--- config.mk ---
export PLATFORM = sky130hd
export DESIGN_NAME = sine_scroll_ctrl_flat
export DESIGN_NICKNAME = d
export VERILOG_FILES = /design/src/rtl/sine_scroll_if.sv /design/src/rtl/sine_scroll_ctrl.sv /design/src/flat_wrapper.sv
export SDC_FILE = /design/constraint.sdc
export NUM_CORES = 1
export LEC_CHECK = 0
export BUFFER_PORTS_ARGS = -buffer_cell sky130_fd_sc_hd__buf_2
export CAP_MARGIN = 20
export CELL_PAD_IN_SITES_DETAIL_PLACEMENT = 0
export CELL_PAD_IN_SITES_GLOBAL_PLACEMENT = 2
export CORE_MARGIN = 2
export CORE_UTILIZATION = 27
export DETAILED_ROUTE_END_ITERATION = 16
export PLACE_DENSITY_LB_ADDON = 0.1
export SKIP_LAST_GASP = 1
export SYNTH_ARGS = -nofsm -noshare
export SYNTH_HDL_FRONTEND = slang
export SYNTH_SLANG_ARGS = --single-unit
--- constraint.sdc ---
create_clock -name clk -period 2.3 [get_ports clk]
set_input_delay 0.345 -clock clk [delete_from_list [all_inputs] [get_ports clk]]
set_output_delay 0.345 -clock clk [all_outputs]
set_load 0.02 [all_outputs]
--- src/rtl/sine_scroll_if.sv ---
// Frame/pixel bundle between the video timing source and the sine-scroll controller.
interface sine_scroll_if;
    logic       frame_start;
    logic       pix_valid;
    logic [9:0] hpos;
    logic [9:0] vpos;
    logic       pause;
    logic [1:0] speed;
    logic [5:0] x_out;
    logic [4:0] y_out;
    logic       layer_en;
    logic [5:0] scroll_x;
    logic       dir_up;

    modport master (
        output frame_start, pix_valid, hpos, vpos, pause, speed,
        input  x_out, y_out, layer_en, scroll_x, dir_up
    );

    modport slave (
        input  frame_start, pix_valid, hpos, vpos, pause, speed,
        output x_out, y_out, layer_en, scroll_x, dir_up
    );
endinterface

--- src/rtl/sine_scroll_ctrl.sv ---
// Per-frame horizontal scroll plus bouncing vertical band; maps each pixel to a
// cell coordinate of the sine layer with one cycle of latency.
module sine_scroll_ctrl #(
    parameter int Y_MAX = 38
) (
    input  logic          clk,
    input  logic          rst,
    sine_scroll_if.slave  bus
);
    localparam logic [5:0] Y_MAX_C  = 6'(Y_MAX);
    localparam logic [6:0] BAND_H_C = 7'd22;

    typedef enum logic {DOWN = 1'b0, UP = 1'b1} dir_t;

    dir_t       state_r, state_s;
    logic [5:0] y_off_r, y_off_s;
    logic [5:0] scroll_x_r, scroll_x_s;
    logic [5:0] x_out_r, x_out_s;
    logic [4:0] y_out_r, y_out_s;
    logic       layer_en_r, layer_en_s;

    logic [5:0] cell_x_s;
    logic [5:0] cell_y_s;
    logic [6:0] rel_s;
    logic       inside_s;
    logic       unused_s;

    // Sub-cell bits and the top position bit carry no meaning for the layer.
    assign unused_s = ^{bus.hpos[9], bus.hpos[2:0], bus.vpos[9], bus.vpos[2:0]};

    // Animation next-state: scroll advance and vertical bounce FSM.
    always_comb begin
        state_s    = state_r;
        y_off_s    = y_off_r;
        scroll_x_s = scroll_x_r;
        if (bus.frame_start && !bus.pause) begin
            scroll_x_s = scroll_x_r + {4'd0, bus.speed};
            case (state_r)
                DOWN: begin
                    if (Y_MAX_C == 6'd0) begin
                        // A zero-height travel range would underflow on the turn.
                        y_off_s = 6'd0;
                        state_s = DOWN;
                    end else if (y_off_r == Y_MAX_C) begin
                        y_off_s = y_off_r - 6'd1;
                        state_s = UP;
                    end else begin
                        y_off_s = y_off_r + 6'd1;
                    end
                end
                UP: begin
                    if (y_off_r == 6'd0) begin
                        y_off_s = 6'd1;
                        state_s = DOWN;
                    end else begin
                        y_off_s = y_off_r - 6'd1;
                    end
                end
                default: begin
                    y_off_s = 6'd0;
                    state_s = DOWN;
                end
            endcase
        end else begin
            scroll_x_s = scroll_x_r;
        end
    end

    // Pixel path: band membership against the currently held offsets.
    always_comb begin
        cell_x_s   = bus.hpos[8:3];
        cell_y_s   = bus.vpos[8:3];
        rel_s      = {1'b0, cell_y_s} - {1'b0, y_off_r};
        inside_s   = bus.pix_valid && (cell_y_s >= y_off_r) && (rel_s < BAND_H_C);
        x_out_s    = 6'd0;
        y_out_s    = 5'd0;
        layer_en_s = 1'b0;
        if (inside_s) begin
            x_out_s    = cell_x_s + scroll_x_r;
            y_out_s    = rel_s[4:0];
            layer_en_s = 1'b1;
        end else begin
            layer_en_s = 1'b0;
        end
    end

    // State and output registers; reset overrides both update paths.
    always_ff @(posedge clk) begin
        if (rst) begin
            state_r    <= DOWN;
            y_off_r    <= 6'd0;
            scroll_x_r <= 6'd0;
            x_out_r    <= 6'd0;
            y_out_r    <= 5'd0;
            layer_en_r <= 1'b0;
        end else begin
            state_r    <= state_s;
            y_off_r    <= y_off_s;
            scroll_x_r <= scroll_x_s;
            x_out_r    <= x_out_s;
            y_out_r    <= y_out_s;
            layer_en_r <= layer_en_s;
        end
    end

    assign bus.x_out    = x_out_r;
    assign bus.y_out    = y_out_r;
    assign bus.layer_en = layer_en_r;
    assign bus.scroll_x = scroll_x_r;
    assign bus.dir_up   = (state_r == UP);
endmodule

--- src/flat_wrapper.sv ---
// flat-port wrapper written by rule: the top's interface ports become plain ports
module sine_scroll_ctrl_flat 
#(
    parameter int Y_MAX = 38
)
  (clk, rst, bus_frame_start, bus_pix_valid, bus_hpos, bus_vpos, bus_pause, bus_speed, bus_x_out, bus_y_out, bus_layer_en, bus_scroll_x, bus_dir_up);
  sine_scroll_if bus_i ();
  input  logic clk;
  input  logic rst;
  input wire logic [$bits(bus_i.frame_start)-1:0] bus_frame_start;
  input wire logic [$bits(bus_i.pix_valid)-1:0] bus_pix_valid;
  input wire logic [$bits(bus_i.hpos)-1:0] bus_hpos;
  input wire logic [$bits(bus_i.vpos)-1:0] bus_vpos;
  input wire logic [$bits(bus_i.pause)-1:0] bus_pause;
  input wire logic [$bits(bus_i.speed)-1:0] bus_speed;
  output wire logic [$bits(bus_i.x_out)-1:0] bus_x_out;
  output wire logic [$bits(bus_i.y_out)-1:0] bus_y_out;
  output wire logic [$bits(bus_i.layer_en)-1:0] bus_layer_en;
  output wire logic [$bits(bus_i.scroll_x)-1:0] bus_scroll_x;
  output wire logic [$bits(bus_i.dir_up)-1:0] bus_dir_up;
  assign bus_i.frame_start = bus_frame_start;
  assign bus_i.pix_valid = bus_pix_valid;
  assign bus_i.hpos = bus_hpos;
  assign bus_i.vpos = bus_vpos;
  assign bus_i.pause = bus_pause;
  assign bus_i.speed = bus_speed;
  assign bus_x_out = bus_i.x_out;
  assign bus_y_out = bus_i.y_out;
  assign bus_layer_en = bus_i.layer_en;
  assign bus_scroll_x = bus_i.scroll_x;
  assign bus_dir_up = bus_i.dir_up;
  sine_scroll_ctrl #(.Y_MAX(Y_MAX)) u_core (.clk(clk), .rst(rst), .bus(bus_i));
endmodule
After elaboration in Yosys (flattened, before gate mapping) --
Cells that the tools add are included. Widths: inputs -> output; s select.
Cells by class: $add $sub $neg 5, $mul 0, div/mod/pow operators 0, order comparisons 2, eq/ne operators 1, shift-type cells 0, mux-type cells 7, bitwise operators 2, reduce and logical (&&, ||, !) cells 6
Operators by type and width (count):
- $mux 6 | 2
- $pmux 6 s2 | 1
- $lt 7x5->1 const B | 1
- $sub 6x6->7 | 1
- $add 6x1->6 const B | 1
- $add 6x2->6 | 1
- $add 6x6->6 | 1
- $eq 6x6->1 const B | 1
- $ge 6x6->1 | 1
- $logic_not 6->1 | 1
- $sub 6x1->6 const B | 1
- $logic_and 1x1->1 | 3
- $mux 1 | 3
- $not 1->1 | 2
- $pmux 1 s2 | 1
- $reduce_or 2->1 | 1
- $logic_not 1->1 | 1
Word-level totals: register bits after elaboration 25, latch bits 0, memory bits (writable) 0, bits in read-only memories 0, input port bits 27, output and inout port bits 19, logic and storage cells 29, memories 0

Longest topological paths before layout --
Gate-level depths: netlist of the first run.
depth in word-level cells 5, mapped depth 10, mapped depth without buffers 9

Worst setup path after synthesis of the first run --
Ideal clock, no wire load.
path type reg2reg, start register u_core.y_off_r[3], end register u_core.x_out_r[4] (netlist: u_core.bus.x_out[4]), setup time 62 ps, data arrival time 2064 ps, required time 2238 ps, setup slack 174 ps, cell stages (with the launch flop) 10, path buffers 2, period minus slack after synthesis 2126 ps, cells stage by stage dfxtp_1 > inv_1 > ha_1 > buf_6 > a21o_1 > or4b_1 > o211ai_2 > o211ai_2 > buf_6 > nor2_2
Between the ends: cells in the longest elaborated chain, start to end 5, elaborated cells between the ends (all ways) 7
RTL lines:
- start: declaration | RTL line sine_scroll_ctrl.sv:16 | logic [5:0] y_off_r, y_off_s;
- start signal: assignment | RTL line sine_scroll_ctrl.sv:98 | y_off_r <= y_off_s;
- $sub 6x6->7 or $ge 6x6->1 (tied branches) | RTL line sine_scroll_ctrl.sv:73, sine_scroll_ctrl.sv:74
- $lt 7x5->1 or $logic_and 1x1->1 (tied branches) | RTL line sine_scroll_ctrl.sv:74 | inside_s = bus.pix_valid && (cell_y_s >= y_off_r) && (rel_s < BAND_H_C);
- $logic_and 1x1->1 * | RTL line sine_scroll_ctrl.sv:74
- $not 1->1 (no line) *
- $reduce_or 2->1 (no line) *
- end signal: assignment | RTL line sine_scroll_ctrl.sv:100 | x_out_r <= x_out_s;
- end: declaration | RTL line sine_scroll_ctrl.sv:18 | logic [5:0] x_out_r, x_out_s;
Mark *: on every way between the ends. The rest lies on a longest branch, timed or not. A chain may end at the register's enable or synchronous reset.

Worst setup path in the final report of the first run --
start register u_core.y_off_r[3], end register u_core.x_out_r[3] (netlist: u_core.bus.x_out[3])
Same word-level chain as after synthesis.

==> run summary, run 1 <==
Placed Cells = 300
Worst setup path category = reg2reg
Setup crit end kind = flip-flop
Row cnt = 28
Placement Cell Area = 1940 um^2
Syn Nets = 230
GRT Overall Usage = 12.7%
Final period util = 92.7%
Largest net degree at the start of global routing = 16
Iteration-0 DRC Markers = 59
Critical path arrival = 2.33 ns
Cell taking the most area after synthesis = dfxtp_1
DR vias = 1397
Fin. max-slew vios = 0
Max Cap Viol = 0
CP Cell Sequence = inv_2, ha_1, a21o_1, or4b_1, o211ai_2, o211ai_2, buf_12, nor3_1
DIE HEIGHT = 81.2 um
Ys async rst share = 0%
Layout Skew = 0.00123 ns
Headroom to the max-slew limit = 65.9%
Final WL = 3780 um
Post-CTS Setup Inserts = 0
EDFF count, synth = 0
Hold Buf Count CTS = 0
Worst EP required = 2.50 ns
Post-layout util = 34.3%
Total CTS buffers = 3
Wirelength per Cell = 12.4 um
Cell family with most CP delay = simple AND/OR/NAND/NOR gates
Synth area leaders = dfxtp_1, ha_1, nor2_1, inv_1, xor2_1
Clock buffer depth = 2
Drt pass-1 iters = 4
Synthesized instance count = 183
Vias in the first global route = 1449
Dpl hpwl = 3090 um
Pwr per Cell Area = 472 nW/um^2
GR Util met2 = 23.2%
Yosys warns = 0
GR Layer Usage met3 = 2.56%
Final #Nets = 277
Hold_ws = 0.404 ns
Finish-stage setup viols = 0
Full die area = 6600 um^2
# DRC = 0
Initial antenna violation count = 0
Final Cell Area = 2000 um^2
CP peak stage delay = 0.52 ns
R2r setup slk = 0.17 ns
CTS clk-pin slew, worst paths = 0.09 ns
Critical-path top delay cell = or4b_1
Gpl congestion = 0.770
CTS tree = yes
Final Hold Viols = 0
Fmax = 0.469 GHz
Worst-Margin Slew = 0.504 ns
CTS Root Cell = clkbuf_8
Hold Crit Class = in2reg
Core Footprint = 5850 um^2
Leak Pwr = 0.923 nW
Clock latency at the later pin of the worst-skew pair = 0.27 ns
RSZ-0062 raised after global routing = false
Antenna diode count = 0
IO Count = 46
Area growth from synthesis to layout = 24.5%
# resized after CTS = 0
Worst Path Buf+Inv = 2
Post-Synthesis Cell Area = 1610 um^2
Yosys cell types = 44
Worst setup SP type = flip-flop
Worst Path Max Fanout = 11
Grt total ovfl = 0
Detailed-route vias per instance = 4.60
Sequential fraction of the synthesis area = 31.1%
Global routing's busiest layer = met2
Clock sink count = 25
Met1 GRT Util = 15.1%
Routed Antenna Nets = 0
Cell mode on critical path = o211ai_2
Minimum clock period = 2.13 ns
Most frequent cells in the layout = buf_2, dfxtp_1, nor2_1, inv_1, ha_1
Layout cell share with drive strength beyond 1 = 26.6%
Yosys top cell area share = 31.1%
Main synth FF type = dfxtp_1
VDD IR max = 0.355 mV
CTS H-tree depth = 1
Port Buffers = 37
Initial Util = 27.5%
Status = finished, final reports clean
Syn_area_per_cell = 8.80 um^2
Most common cell after layout, fill and taps aside = buf_2
First-pass GRT wire length = 6480 um
Synth Register Bits = 25
Post-route insts no fill = 304
Die Wd = 81.2 um
[area by class of cell]
cell class,count,area [um^2]
fillers,624,3850
repair buffers,47,273
multi-input cells,135,1020
clock buffers,3,41.3
clock inverters,1,7.51
inverters,18,67.6
flip-flops and latches,25,500
well taps,75,93.8
[routing by layer]
metal  routed length (um)  vias to the layer above
li1                     -                      729
met1                 1700                      632
met2                 1880                       34
met3                  181                        2
met4                   23                        0
met5                    0                        -
[registers in the layout, summed over array words and instances, names as in the netlist]
| signal | cells |
|---|---|
| u_core.bus.scroll_x | 6 |
| u_core.bus.x_out | 6 |
| u_core.y_off_r | 6 |
| u_core.bus.y_out | 5 |
| u_core.bus.dir_up | 1 |
| u_core.bus.layer_en | 1 |
[logic make-up (layout without fill, tap and decap cells)]
| family | after synthesis | after routing | share of synthesized area [%] |
|---|---|---|---|
| fa+ha+maj | 20 | 20 | 16.9 |
| simple gates | 58 | 58 | 19.4 |
| mux | 2 | 2 | 1.24 |
| flops | 25 | 25 | 31.1 |
| xor+xnor | 12 | 12 | 6.53 |
| buf+inv | 23 | 69 | 6.29 |
| compound gates | 43 | 43 | 18.5 |
[Yosys cell counts, drive strengths merged (4+ instances only)]
cell / count
a21oi: 12
xnor2: 5
xor2: 7
nor2: 25
dfxtp: 25
a211oi: 6
ha: 17
nand2: 6
o21ai: 7
inv: 18
nand3: 4
[power breakdown]
part | total, mW | leakage, nW | internal, mW | switching [mW]
Combinational | 0.219 | 0.699 | 0.0993 | 0.120
Clock | 0.269 | 0.0217 | 0.123 | 0.146
Sequential | 0.458 | 0.203 | 0.447 | 0.0108
[worst paths after layout]
| path | from | end | cells past startpoint |
|---|---|---|---|
| worst max-delay path | u_core.y_off_r[3] | u_core.bus.x_out[3] | 8 |
| worst min-delay path | rst | u_core.bus.scroll_x[5] | 2 |
| worst max register to register | u_core.y_off_r[3] | u_core.bus.x_out[3] | 8 |
| worst min register to register | u_core.y_off_r[5] | u_core.y_off_r[5] | 2 |
[per-stage QoR]
step / setup TNS (ns) / worst slack [ns] / power [mW]
finish: 0 / 0.167 / 0.946
global route: 0 / 0.0119 / 1.01
CTS: 0 / 0.0964 / 0.963
detailed placement: -0.0248 / -0.0248 / 0.685
global placement: 0 / 0.0130 / 0.683
floorplan: 0 / 0.174 / 0.610
Power figures use the tool's default switching activity.
==> run 2: changes to the inputs <==
- RECOVER_POWER: default -> 25
==> run 2 against run 1 <==
Compared with the run above: via count fell by 0.43%; non-clock buffer count did not move; flip-flop and latch count did not move; core utilization fell by 0.21 points; power fell by 0.26%; die area did not move; sequential share of layout area rose by 0.16 points; critical path depth did not move; final area fell by 0.62%; clock power barely moved; largest cell class unchanged.
==> run summary, run 2 (synthesis results as in run 1) <==
Met1 Routed Length = 1730 um
Vias in the first global route = 1449
Finish-stage setup viols = 0
CTS H-tree depth = 1
Worst setup SP type = flip-flop
GRT Overall Usage = 12.7%
Worst setup path category = reg2reg
Layout cell share with drive strength beyond 1 = 22.3%
Full die area = 6600 um^2
Met2 wire len = 1860 um
Total CTS buffers = 3
Setup crit end kind = flip-flop
Gpl congestion = 0.770
Iteration-0 DRC Markers = 58
Drt pass-1 iters = 4
Headroom to the max-slew limit = 65.9%
Minimum clock period = 2.13 ns
Port Buffers = 37
Hold Buf Count CTS = 0
Worst-Margin Slew = 0.504 ns
Initial Util = 27.5%
Fmax = 0.470 GHz
CTS Root Cell = clkbuf_8
Critical path arrival = 2.32 ns
Row cnt = 28
FF-to-FF path depth = 8
Wirelength per Cell = 12.5 um
CTS tree = yes
Reg-to-Reg Start = u_core.y_off_r[3]
Met3 WL = 184 um
DR vias = 1391
Hold Crit Endpoint = u_core.bus.scroll_x[2]
Hold depth = 2
R2r setup slk = 0.17 ns
Status = finished, final reports clean
Antenna diode count = 0
First-pass GRT wire length = 6480 um
Worst R2R End = u_core.bus.x_out[3]
Clock latency at the later pin of the worst-skew pair = 0.27 ns
Detailed-route vias per instance = 4.58
Area growth from synthesis to layout = 23.7%
Pwr per Cell Area = 474 nW/um^2
Fin. max-slew vios = 0
Top sig layer = met4
DIE HEIGHT = 81.2 um
Core Footprint = 5850 um^2
Hold Crit Class = in2reg
CTS clk-pin slew, worst paths = 0.09 ns
RSZ-0062 raised after global routing = false
Most frequent cells in the layout = buf_2, dfxtp_1, nor2_1, inv_1, ha_1
Hold_ws = 0.407 ns
Clock buffer depth = 2
Max Cap Viol = 0
Die Wd = 81.2 um
Setup TNS = 0 ns
IO Count = 46
Most common cell after layout, fill and taps aside = buf_2
Final #Nets = 277
Leak Pwr = 0.880 nW
VDD IR max = 0.355 mV
Final Cell Area = 1990 um^2
Dpl hpwl = 3090 um
Hold wc startpoint = rst
Final Hold Viols = 0
Routed Antenna Nets = 0
Layout Skew = 0.00242 ns
Worst EP required = 2.50 ns
Largest net degree at the start of global routing = 16
Final WL = 3800 um
Worst Path Max Fanout = 11
Clock sink count = 25
Pwr Total = 0.943 mW
Initial antenna violation count = 0
Placement Cell Area = 1940 um^2
Grt total ovfl = 0
Final period util = 92.5%
# DRC = 0
-- run 2: cell count changes in the layout (fill, tap and decap cells not counted), sizes merged --
cell    before  now
buf         47   37
clkbuf       3   13
-- run 2: layout make-up --
| type | instances | area, um^2 |
|---|---|---|
| multi-input combinational | 135 | 1020 |
| clock buffer | 3 | 41.3 |
| timing repair buffer | 47 | 260 |
| tap | 75 | 93.8 |
| clock inverter | 1 | 7.51 |
| sequential | 25 | 500 |
| fill | 626 | 3860 |
| inverter | 18 | 67.6 |
-- run 2: worst max-delay path by stage --
| stage | start | to | slack [ns] |
|---|---|---|---|
| 6_report | u_core.y_off_r[3] | u_core.bus.x_out[3] | 0.17 |
| 5_1_grt | u_core.y_off_r[0] | u_core.bus.x_out[3] | 0.01 |
| 4_1_cts | u_core.y_off_r[3] | u_core.bus.x_out[3] | 0.1 |
| 3_5_place_dp | bus_vpos[3] | u_core.bus.x_out[3] | -0.02 |
| 3_3_place_gp | bus_vpos[3] | u_core.bus.x_out[3] | 0.01 |
| 2_1_floorplan | u_core.y_off_r[3] | u_core.bus.x_out[4] | 0.17 |
-- run 2: worst max-delay path: stages (launching register included) --
cell and delay, ns:
dfxtp_1 0.35, inv_2 0.07, ha_1 0.29, a21o_1 0.19, or4b_1 0.52, o211ai_2 0.16, o211ai_2 0.13, buf_12 0.17
nor3_1 0.18
-- run 2: power breakdown --
group          internal (mW)  switching, mW  leakage, nW
clock network          0.123          0.145       0.0217
registers              0.447         0.0109        0.203
logic                 0.0976          0.120        0.656
total                  0.667          0.276        0.880
-- run 2: per-stage QoR --
step	setup WS (ns)	util (%)	std cells
final	0.172	34.0	304
after global routing	0.0119	34.0	304
after detailed placement	-0.0248	33.2	300
after floorplan	0.174	-	183
after CTS	0.0964	34.0	304
after global placement	0.0130	33.2	300
-- run 2: per-layer routing --
| metal | global-route usage, % | up-vias |
|---|---|---|
| met3 | 2.56 | 2 |
| met1 | 15.1 | 628 |
| met2 | 23.2 | 32 |
| met4 | 3.22 | 0 |
| li1 | - | 729 |
| met5 | 0 | - |
-- run 2: timing repair --
item                       in CTS  in global routing
setup endpoints to repair       0                  1
resized for setup               0                  3
buffers inserted                0                  0
